==> config.mk <==
export PLATFORM = sky130hd
export DESIGN_NAME = apex7_po_event_capture_flat
export DESIGN_NICKNAME = d
export VERILOG_FILES = /design/src/rtl/apex7_po_event_capture_if.sv /design/src/rtl/apex7_po_event_capture.sv /design/src/flat_wrapper.sv
export SDC_FILE = /design/constraint.sdc
export NUM_CORES = 1
export LEC_CHECK = 0
export CELL_PAD_IN_SITES_DETAIL_PLACEMENT = 0
export CELL_PAD_IN_SITES_GLOBAL_PLACEMENT = 1
export CORE_MARGIN = 1.5
export CORE_UTILIZATION = 44
export CTS_CLUSTER_SIZE = 20
export DETAILED_ROUTE_END_ITERATION = 16
export PLACE_DENSITY = 0.81
export RECOVER_POWER = 100
export SLEW_MARGIN = 15
export SYNTH_ARGS = -nofsm -noshare
export SYNTH_HDL_FRONTEND = slang
export SYNTH_SLANG_ARGS = --single-unit
==> constraint.sdc <==
create_clock -name clk -period 3.6 [get_ports clk]
set_input_delay 1.08 -clock clk [delete_from_list [all_inputs] [get_ports clk]]
set_output_delay 1.08 -clock clk [all_outputs]
set_load 0.01 [all_outputs]
==> src/rtl/apex7_po_event_capture_if.sv <==
// Producer/consumer bundle for the apex7 po event-capture stage.
// The slave modport is the capture block; the master modport is the harness side.
interface apex7_po_event_capture_if #(
  parameter int DEPTH = 4,
  parameter int TS_W  = 8,
  parameter int CNT_W = 8
);
  localparam int LW = $clog2(DEPTH) + 1;

  logic [36:0]      po_vec;
  logic             sample;
  logic             ev_valid;
  logic             ev_ready;
  logic [36:0]      ev_vec;
  logic [TS_W-1:0]  ev_ts;
  logic             ev_first;
  logic [LW-1:0]    level;
  logic             ovf;
  logic [CNT_W-1:0] ovf_cnt;

  modport slave (
    input  po_vec, sample, ev_ready,
    output ev_valid, ev_vec, ev_ts, ev_first, level, ovf, ovf_cnt
  );

  modport master (
    output po_vec, sample, ev_ready,
    input  ev_valid, ev_vec, ev_ts, ev_first, level, ovf, ovf_cnt
  );
endinterface

==> src/rtl/apex7_po_event_capture.sv <==
// Samples the apex7 po vector, timestamps every change and queues it in a small
// FIFO for a valid/ready consumer; a full FIFO drops and counts, never stalls.
module apex7_po_event_capture #(
  parameter int DEPTH = 4,
  parameter int TS_W  = 8,
  parameter int CNT_W = 8
) (
  input  logic clk,
  input  logic rst_n,
  apex7_po_event_capture_if.slave bus
);
  localparam int AW = $clog2(DEPTH);
  localparam int LW = AW + 1;

  typedef struct packed {
    logic [36:0]     vec;
    logic [TS_W-1:0] ts;
    logic            first;
  } entry_t;

  entry_t           mem_q [DEPTH];
  entry_t           push_entry, head_d, head_q;
  logic [AW-1:0]    wr_ptr_q, rd_ptr_q, rd_ptr_d;
  logic [LW-1:0]    level_q, level_d;
  logic [TS_W-1:0]  ts_q;
  logic [36:0]      last_q;
  logic             first_q, ev_valid_q, ovf_q;
  logic [CNT_W-1:0] ovf_cnt_q;
  logic             pop, want_push, push, drop;

  always_comb begin
    pop        = (level_q != '0) && bus.ev_ready;
    want_push  = bus.sample && (first_q || (bus.po_vec != last_q));
    // A full FIFO still takes the push when the head leaves in the same cycle.
    push       = want_push && ((level_q != LW'(DEPTH)) || pop);
    drop       = want_push && !push;
    push_entry = '{vec: bus.po_vec, ts: ts_q, first: first_q};
    rd_ptr_d   = pop ? rd_ptr_q + 1'b1 : rd_ptr_q;
    level_d    = level_q;
    if (push && !pop)      level_d = level_q + 1'b1;
    else if (pop && !push) level_d = level_q - 1'b1;
    // The new head is the entry being written right now when it lands at rd_ptr_d.
    head_d     = (push && (wr_ptr_q == rd_ptr_d)) ? push_entry : mem_q[rd_ptr_d];
  end

  // NOTE: storage has no reset; validity is tracked by level/pointers, so stale
  // contents are never exposed and the array can map onto plain RAM/flops.
  always_ff @(posedge clk) begin
    if (push) mem_q[wr_ptr_q] <= push_entry;
  end

  // NOTE: all sequential state uses non-blocking assignment so every register
  // sees the pre-edge values of the others, regardless of statement order.
  always_ff @(posedge clk) begin
    if (!rst_n) begin
      wr_ptr_q   <= '0;
      rd_ptr_q   <= '0;
      level_q    <= '0;
      ts_q       <= '0;
      last_q     <= '0;
      first_q    <= 1'b1;
      ev_valid_q <= 1'b0;
      head_q     <= '0;
      ovf_q      <= 1'b0;
      ovf_cnt_q  <= '0;
    end else begin
      if (bus.sample) begin
        ts_q    <= ts_q + 1'b1;
        last_q  <= bus.po_vec;
        first_q <= 1'b0;
      end
      if (push) wr_ptr_q <= wr_ptr_q + 1'b1;
      rd_ptr_q   <= rd_ptr_d;
      level_q    <= level_d;
      ev_valid_q <= (level_d != '0);
      if (level_d != '0) head_q <= head_d;
      if (drop) begin
        ovf_q <= 1'b1;
        if (ovf_cnt_q != '1) ovf_cnt_q <= ovf_cnt_q + 1'b1;
      end
    end
  end

  assign bus.ev_valid = ev_valid_q;
  assign bus.ev_vec   = head_q.vec;
  assign bus.ev_ts    = head_q.ts;
  assign bus.ev_first = head_q.first;
  assign bus.level    = level_q;
  assign bus.ovf      = ovf_q;
  assign bus.ovf_cnt  = ovf_cnt_q;
endmodule

==> src/flat_wrapper.sv <==
// flat-port wrapper written by rule: the top's interface ports become plain ports
module apex7_po_event_capture_flat 
#(
  parameter int DEPTH = 4,
  parameter int TS_W  = 8,
  parameter int CNT_W = 8
)
  (clk, rst_n, bus_po_vec, bus_sample, bus_ev_ready, bus_ev_valid, bus_ev_vec, bus_ev_ts, bus_ev_first, bus_level, bus_ovf, bus_ovf_cnt);
  apex7_po_event_capture_if #(.DEPTH(DEPTH), .TS_W(TS_W), .CNT_W(CNT_W)) bus_i ();
  input  logic clk;
  input  logic rst_n;
  input wire logic [$bits(bus_i.po_vec)-1:0] bus_po_vec;
  input wire logic [$bits(bus_i.sample)-1:0] bus_sample;
  input wire logic [$bits(bus_i.ev_ready)-1:0] bus_ev_ready;
  output wire logic [$bits(bus_i.ev_valid)-1:0] bus_ev_valid;
  output wire logic [$bits(bus_i.ev_vec)-1:0] bus_ev_vec;
  output wire logic [$bits(bus_i.ev_ts)-1:0] bus_ev_ts;
  output wire logic [$bits(bus_i.ev_first)-1:0] bus_ev_first;
  output wire logic [$bits(bus_i.level)-1:0] bus_level;
  output wire logic [$bits(bus_i.ovf)-1:0] bus_ovf;
  output wire logic [$bits(bus_i.ovf_cnt)-1:0] bus_ovf_cnt;
  assign bus_i.po_vec = bus_po_vec;
  assign bus_i.sample = bus_sample;
  assign bus_i.ev_ready = bus_ev_ready;
  assign bus_ev_valid = bus_i.ev_valid;
  assign bus_ev_vec = bus_i.ev_vec;
  assign bus_ev_ts = bus_i.ev_ts;
  assign bus_ev_first = bus_i.ev_first;
  assign bus_level = bus_i.level;
  assign bus_ovf = bus_i.ovf;
  assign bus_ovf_cnt = bus_i.ovf_cnt;
  apex7_po_event_capture #(.DEPTH(DEPTH), .TS_W(TS_W), .CNT_W(CNT_W)) u_core (.clk(clk), .rst_n(rst_n), .bus(bus_i));
endmodule
==> run_results.csv, run 1 <==
group,metric,value,unit
status,status,"finished, violations left",
status,violations,"capacitance limit, slew limit",
sta,fin_crit_sh,0.992,
logic_synthesis,ys_warn_count,0,
floorplanning,die_y,169,um
worst_setup_path,cp-endpoint,"u_core.bus.ev_vec[35]$_SDFFE_PN0P_",
routing,viasPerCell,5.46,
clocking,clk_path_buf_depth,3,
routing,drt_wl_total,26800,um
routing,antenna_left,0,
cells_and_area,fin_nets,972,
worst_setup_path,critPathLaunch,"bus_po_vec[14]",
logic_synthesis,yosysSeqAreaShare,0.637,
placement,dp_hpwl,16200,um
logic_synthesis,ys.flop_type,"edfxtp_1",
worst_setup_path,cp_slowest_cell,"dlygate4sd2_1",
clocking,numCtsBuffers,29,
floorplanning,dieWidth,169,um
grt,antenna_found_initial,2,
worst_setup_path,r2r_setup_slack,0.51,ns
routing,remaining_drc_errors,0,
worst_setup_path,worstRegToRegCells,8,
grt,first_global_vias,7286,
logic_synthesis,synth_xor_area_frac,0.0405,
sta,period_minus_slack,3.57,ns
placement,dp_slack,-1.12,ns
logic_synthesis,synth-seq-cells,293,
routing,drt_first_pass_iters,5,
power,peakVddDrop,0.437,mV
worst_setup_path,crit_path_max_incr_delay,0.41,ns
sta,relSlewSlack,-0.0193,
logic_synthesis,synthMuxAreaShare,0.175,
placement,globalplace.congestion,0.747,
routing,drt_iter0_drc,515,
grt,grt_pass1_wl,41500,um
sta,hold_violations,0,
sta,fin_ws,0.0298,ns
cells_and_area,diodes,0,
worst_setup_path,cpMostUsedCell,"buf_6",
power,p_total,11.8,mW
clocking,cts_tree,"built",
clocking,path_clk_slew,0.06,ns
cells_and_area,synthToLayoutAreaGrowth,24.0,%
worst_setup_path,critPathBufInv,6,
clocking,cts_htree_levels,1,
logic_synthesis,yosys.area.top_type,"edfxtp_1",
clocking,cts_root_buf,"clkbuf_16",
cells_and_area,fillers,2141,
floorplanning,start_util,0.449,
worst_hold_path,worstHoldPathType,"flop to flop",
placement,portBuffers,99,
logic_synthesis,synth_top_cell_area_share,0.457,
logic_synthesis,syn_nets,814,
sta,drv_slew,45,
routing,routedWlPerCell,20.9,um
sta,tightestPinTransition,1.53,ns
worst_setup_path,critPathMaxFanout,8,
cells_and_area,drive_above_1_share,0.217,
logic_synthesis,synth_cells,764,
worst_setup_path,worstReg2RegEnd,"u_core.bus.ev_vec[13]$_SDFFE_PN0P_",
sta,fmax,0.280,GHz
logic_synthesis,synth_edf_count,184,
worst_setup_path,endpoint_kind,"flop",
worst_setup_path,path_depth,14,
logic_synthesis,synthAdderAreaFrac,0.00931,
worst_setup_path,crit_type,"input port to flop",
routing,num_vias,7019,
logic_synthesis,async_flop_share,0,
floorplanning,row_count,60,
floorplanning,io_pins,100,
logic_synthesis,synth_top_family_by_area,"multiplexers",
worst_setup_path,arrival,3.98,ns
worst_setup_path,start_kind,"input port",
logic_synthesis,post-synth-top-count-cell,"edfxtp_1",
logic_synthesis,yosys.area_share.simple,0.0667,
worst_setup_path,critical-path-top-delay-family,"buffers and inverters",
logic_synthesis,synth.area.top_cells,"edfxtp_1, dfxtp_1, mux4_2",
flow_run,cap_violations,1,
floorplanning,fp.dieArea,28500,sq um
clocking,clock-sinks,293,
worst_setup_path,cp.required,4.01,ns
worst_setup_path,crit_chain,"dlygate4sd2_1 > xor2_1 > nor4_1 > nand4_1 > o41ai_2 > buf_4 > buf_6 > mux2i_4 > xnor2_2 > buf_6 > nor2_4 > buf_12 > clkbuf_16 > o211a_1",
logic_synthesis,ys_types,36,
power,leakage,5.94,nW
logic_synthesis,syn_area,12100,sq um
sta,clock_skew,0.0151,ns
worst_setup_path,worstReg2RegStart,"u_core.bus.level[0]$_SDFF_PN0_",
power,p_per_area,790,nW/um^2
logic_synthesis,avgSynthCellArea,15.8,sq um
grt,grt_max_degree,45,
grt,grt.overflow.total,0,
logic_synthesis,synthTopCellsByCount,"edfxtp_1, dfxtp_1, nor2_1",
floorplanning,core,27000,sq um
sta,finalSetupViolCount,0,
grt,grt_usage,0.189,
logic_synthesis,synth_compound_area_frac,0.0469,
clocking,clk_latency,0.53,ns
[per-layer routing]
metal	up-vias	global-route usage	wire length (um)
met5	-	0	13
met4	2	0.0477	497
met3	34	0.0299	1450
met2	190	0.319	12900
met1	3571	0.257	12000
li1	3222	-	-
[repair_timing]
item                                    4_1_cts  5_1_grt
gates cloned                                  1        2
endpoints found under the setup margin      200       47
hold buffers                                  0        0
hold endpoints to repair                      0        0
pin swaps                                     1       12
buffers inserted                              3        2
resized for setup                            26       26
[cells by family (layout without fill, tap and decap cells)]
family                     Yosys count  after routing
adders and majority gates            9              9
and+or+nand+nor                    158            158
buffers and inverters               54            234
xor gates and xnor gates            56             56
muxes                              133            133
DFF                                293            293
AOI/OAI and AO/OA                   61             61
[worst register-to-register path, cell delays in order (launching register included)]
cell and delay (ns):
dfxtp_1 0.41, inv_1 0.15, ha_1 0.24, a21boi_0 0.41, xnor2_1 0.41, buf_12 0.31
mux4_2 0.57, mux2_4 0.29, o211a_1 0.20
[placed cells by master, fill, tap and decap left out, types with 7 or more instances in the layout]
cell type	count
buf_12	19
buf_4	15
clkbuf_1	47
clkbuf_16	32
clkdlybuf4s25_1	7
clkdlybuf4s50_1	10
dfxtp_1	109
dlygate4sd3_1	63
edfxtp_1	184
ha_1	9
inv_1	7
mux2_4	40
mux2i_1	39
mux4_2	46
nand2_1	14
nand4_1	9
nor2_1	62
o211a_1	46
or3_1	49
xnor2_1	12
xor2_1	39
[through the flow]
stage | util | instances | instance area, sq um | hold slack [ns] | TNS [ns]
global route | 0.557 | 1285 | 15000 | 0.508 | -0.498
floorplan | - | 764 | 12100 | 0.476 | 0
finish | 0.557 | 1285 | 15000 | 0.469 | 0
global placement | 0.520 | 1225 | 14000 | 0.463 | -163.30
CTS | 0.562 | 1281 | 15100 | 0.485 | 0
detailed placement | 0.520 | 1225 | 14000 | 0.463 | -179.54
[power by group]
part / total, mW / leakage [nW] / switching (mW) / internal [mW]
registers: 4.17 / 2.60 / 0.172 / 4.00
logic: 4.62 / 2.86 / 2.02 / 2.60
clock network: 3.06 / 0.478 / 1.22 / 1.84
total: 11.8 / 5.94 / 3.41 / 8.44
[cell type report]
cell class	count	area, sq um	share of cell area
clock inverters	11	130	0.00867
flip-flops and latches	293	7710	0.514
repair buffers	173	1640	0.109
inverters	8	30.0	0.00200
well taps	341	427	0.0284
clock buffers	42	847	0.0565
multi-input cells	417	4220	0.281
[sequential cells by signal, summed over array words and instances (netlist names)]
register,cells
u_core.mem_q,184
u_core.first_q,1
u_core.bus.ev_first,1
u_core.ts_q,8
u_core.bus.ev_vec,37
u_core.bus.ovf,1
u_core.bus.ev_ts,8
u_core.last_q,37
u_core.wr_ptr_q,2
u_core.bus.ovf_cnt,8
u_core.bus.ev_valid,1
u_core.rd_ptr_q,2
u_core.bus.level,3
[worst min-delay path by stage]
stage	cells after the start	to	from	slack [ns]
floorplan	0	u_core.mem_q[0][0]$_DFFE_PP_	u_core.first_q$_SDFFE_PN1P_	0.48
global placement	2	u_core.bus.ovf$_SDFFE_PN0P_	u_core.bus.ovf$_SDFFE_PN0P_	0.46
detailed placement	2	u_core.bus.ovf$_SDFFE_PN0P_	u_core.bus.ovf$_SDFFE_PN0P_	0.46
CTS	2	u_core.bus.ovf$_SDFFE_PN0P_	u_core.bus.ovf$_SDFFE_PN0P_	0.48
global route	2	u_core.bus.ovf$_SDFFE_PN0P_	u_core.bus.ovf$_SDFFE_PN0P_	0.51
finish	2	u_core.bus.ovf$_SDFFE_PN0P_	u_core.bus.ovf$_SDFFE_PN0P_	0.47
Note: power is estimated with default switching activity, not from simulation.
==> run 2: changes to the inputs <==
--- a/config.mk
+++ b/config.mk
@@ -5,12 +5,15 @@
 export SDC_FILE = /design/constraint.sdc
 export NUM_CORES = 1
 export LEC_CHECK = 0
+export CAP_MARGIN = 20
 export CELL_PAD_IN_SITES_DETAIL_PLACEMENT = 0
 export CELL_PAD_IN_SITES_GLOBAL_PLACEMENT = 1
+export CORE_ASPECT_RATIO = 1.4
 export CORE_MARGIN = 1.5
 export CORE_UTILIZATION = 44
 export CTS_CLUSTER_SIZE = 20
 export DETAILED_ROUTE_END_ITERATION = 16
+export HOLD_SLACK_MARGIN = 0.02
 export PLACE_DENSITY = 0.81
 export RECOVER_POWER = 100
 export SLEW_MARGIN = 15
==> run 2 against run 1 <==
  * The flow still finishes with violations (capacitance limit, slew limit)
  * Worst setup slack improved by 0.093 ns
  * Clock power fell by 11%
  * Power fell by 4.4%
  * Combinational power is 4.8% lower
  * Clock skew decreased by 0.0055 ns
  * Sequential cell count did not move
  * Via count down 1.4%
  * Hold slack improved by 0.034 ns
  * Register-to-register slack improved by 0.14 ns
  * Global-route usage down 0.24 points
  * Fmax grew 2.7%
  * Cell area shrank 1.3%
  * Largest cell class unchanged
==> run_results.csv, run 2 (synthesized netlist as in run 1, its figures left out) <==
group,metric,value,unit
worst_setup_path,start_kind,"input port",
worst_setup_path,endpoint_kind,"flop",
cells_and_area,drive_above_1_share,0.216,
clocking,ctsHoldBuffers,0,
grt,grt_pass1_wl,40300,um
grt,antenna_found_initial,0,
clocking,cts_root_buf,"clkbuf_16",
power,p_total,11.3,mW
sta,period_minus_slack,3.48,ns
routing,drt_wl_total,26400,um
routing,num_vias,6922,
floorplanning,die_y,199,um
routing,drt_first_pass_iters,4,
cells_and_area,regMostFlops,"u_core.mem_q",
sta,fin_crit_sh,0.966,
floorplanning,core,26900,sq um
clocking,cts_htree_levels,1,
clocking,clk_latency,0.53,ns
worst_setup_path,cp.required,4.02,ns
cells_and_area,final_common_cell,"edfxtp_1",
clocking,clk_path_buf_depth,3,
sta,drv_slew,77,
sta,fmax,0.288,GHz
routing,remaining_drc_errors,0,
placement,dp_hpwl,16500,um
worst_setup_path,critPathMaxFanout,8,
cells_and_area,fillers,2174,
cells_and_area,final_cell_mix,"edfxtp_1, dfxtp_1, dlygate4sd3_1",
floorplanning,io_pins,100,
status,violations,"capacitance limit, slew limit",
cells_and_area,largest_reg_flops,184,
placement,portBuffers,99,
power,peakVddDrop,0.513,mV
power,leakage,5.82,nW
grt,grt.overflow.total,0,
placement,placed_cells,1244,
grt,first_global_vias,7092,
sta,finalSetupViolCount,0,
sta,hold_violations,0,
sta,relSlewSlack,-0.0932,
status,status,"finished, violations left",
sta,clock_skew,0.00967,ns
floorplanning,fp.dieArea,28500,sq um
routing,routedWlPerCell,20.3,um
cells_and_area,fin_nets,961,
routing,drt_iter0_drc,325,
floorplanning,dieWidth,143,um
worst_setup_path,arrival,3.90,ns
flow_run,cap_violations,2,
grt,grt_max_degree,49,
clocking,clock-sinks,293,
cells_and_area,fin_cells,1297,
cells_and_area,diodes,0,
cells_and_area,synthToLayoutAreaGrowth,22.4,%
sta,tightestPinTransition,1.64,ns
worst_hold_path,worstHoldPathType,"flop to flop",
worst_setup_path,crit_type,"input port to flop",
clocking,cts_tree,"built",
placement,globalplace.congestion,0.752,
floorplanning,start_util,0.449,
clocking,path_clk_slew,0.06,ns
power,p_per_area,765,nW/um^2
worst_setup_path,r2r_setup_slack,0.65,ns
grt,grt_usage,0.187,
routing,antenna_left,0,
clocking,numCtsBuffers,27,
routing,viasPerCell,5.34,
floorplanning,row_count,71,
[run 2: cell types whose count changed in the layout (fill, tap and decap cells not counted), moves of 2 or more]
cell,previous run,this run
clkbuf_16,32,27
clkbuf_2,6,1
and2_0,4,0
and2_2,0,4
clkdlybuf4s25_1,7,3
clkinv_2,5,9
buf_6,4,1
clkinv_1,2,5
dlygate4sd2_1,6,3
buf_4,15,17
clkbuf_8,3,1
clkdlybuf4s50_1,10,12
dlygate4sd3_1,63,65
[run 2: area by class of cell]
| cell class | count | area (sq um) | area share |
|---|---|---|---|
| Sequential cell | 293 | 7710 | 0.520 |
| Multi-Input combinational cell | 417 | 4260 | 0.287 |
| Timing Repair Buffer | 164 | 1510 | 0.102 |
| Clock buffer | 32 | 704 | 0.0476 |
| Tap cell | 365 | 457 | 0.0308 |
| Clock inverter | 18 | 140 | 0.00946 |
| Inverter | 8 | 30.0 | 0.00203 |
[run 2: metal layers]
| metal | global-route usage | routed length (um) |
|---|---|---|
| met2 | 0.340 | 14100 |
| met3 | 0.0278 | 1120 |
| met1 | 0.229 | 10600 |
| met4 | 0.0523 | 474 |
| met5 | 0 | 0 |
[run 2: worst paths after layout]
| check | start | endpoint | cells after the start |
|---|---|---|---|
| worst max-delay path | bus_po_vec[21] | u_core.bus.ev_ts[4]$_SDFFE_PN0P_ | 13 |
| worst max register to register | u_core.last_q[27]$_SDFFE_PN0P_ | u_core.bus.ev_ts[4]$_SDFFE_PN0P_ | 13 |
| worst min-delay path | u_core.bus.ovf$_SDFFE_PN0P_ | u_core.bus.ovf$_SDFFE_PN0P_ | 2 |
| worst min register to register | u_core.bus.ovf$_SDFFE_PN0P_ | u_core.bus.ovf$_SDFFE_PN0P_ | 2 |
[run 2: stage by stage]
stage,worst slack (ns),utilization,setup TNS [ns],hold slack [ns],instance area [sq um]
4_1_cts,0.0102,0.554,0,0.501,14900
5_1_grt,-0.0179,0.550,-0.206,0.535,14800
3_3_place_gp,-0.631,0.521,-97.10,0.480,14000
2_1_floorplan,0.0995,-,0,0.476,12100
3_5_place_dp,-0.775,0.521,-126.66,0.470,14000
6_report,0.123,0.550,0,0.502,14800
[run 2: repair_timing]
item / CTS / global route
gates resized for setup: 14 / 29
buffers inserted: 0 / 2
endpoints found under the setup margin: 47 / 52
pin swaps: 3 / 10
cloned: 0 / 1
[run 2: where the power goes]
| group | total, mW | leakage [nW] | internal (mW) | switching [mW] |
|---|---|---|---|---|
| clock network | 2.73 | 0.421 | 1.54 | 1.19 |
| registers | 4.19 | 2.60 | 4.00 | 0.190 |
| logic | 4.40 | 2.80 | 2.46 | 1.94 |
[run 2: worst max-delay path, stage by stage]
cell and delay (ns):
dlygate4sd3_1 0.59, xor2_1 0.21, nor4_2 0.22, nand4_1 0.15, o41ai_2 0.25, buf_4 0.23, buf_12 0.13, and4_4 0.23
a211oi_4 0.04, buf_12 0.15, buf_4 0.17, or3_1 0.31, o211a_1 0.13
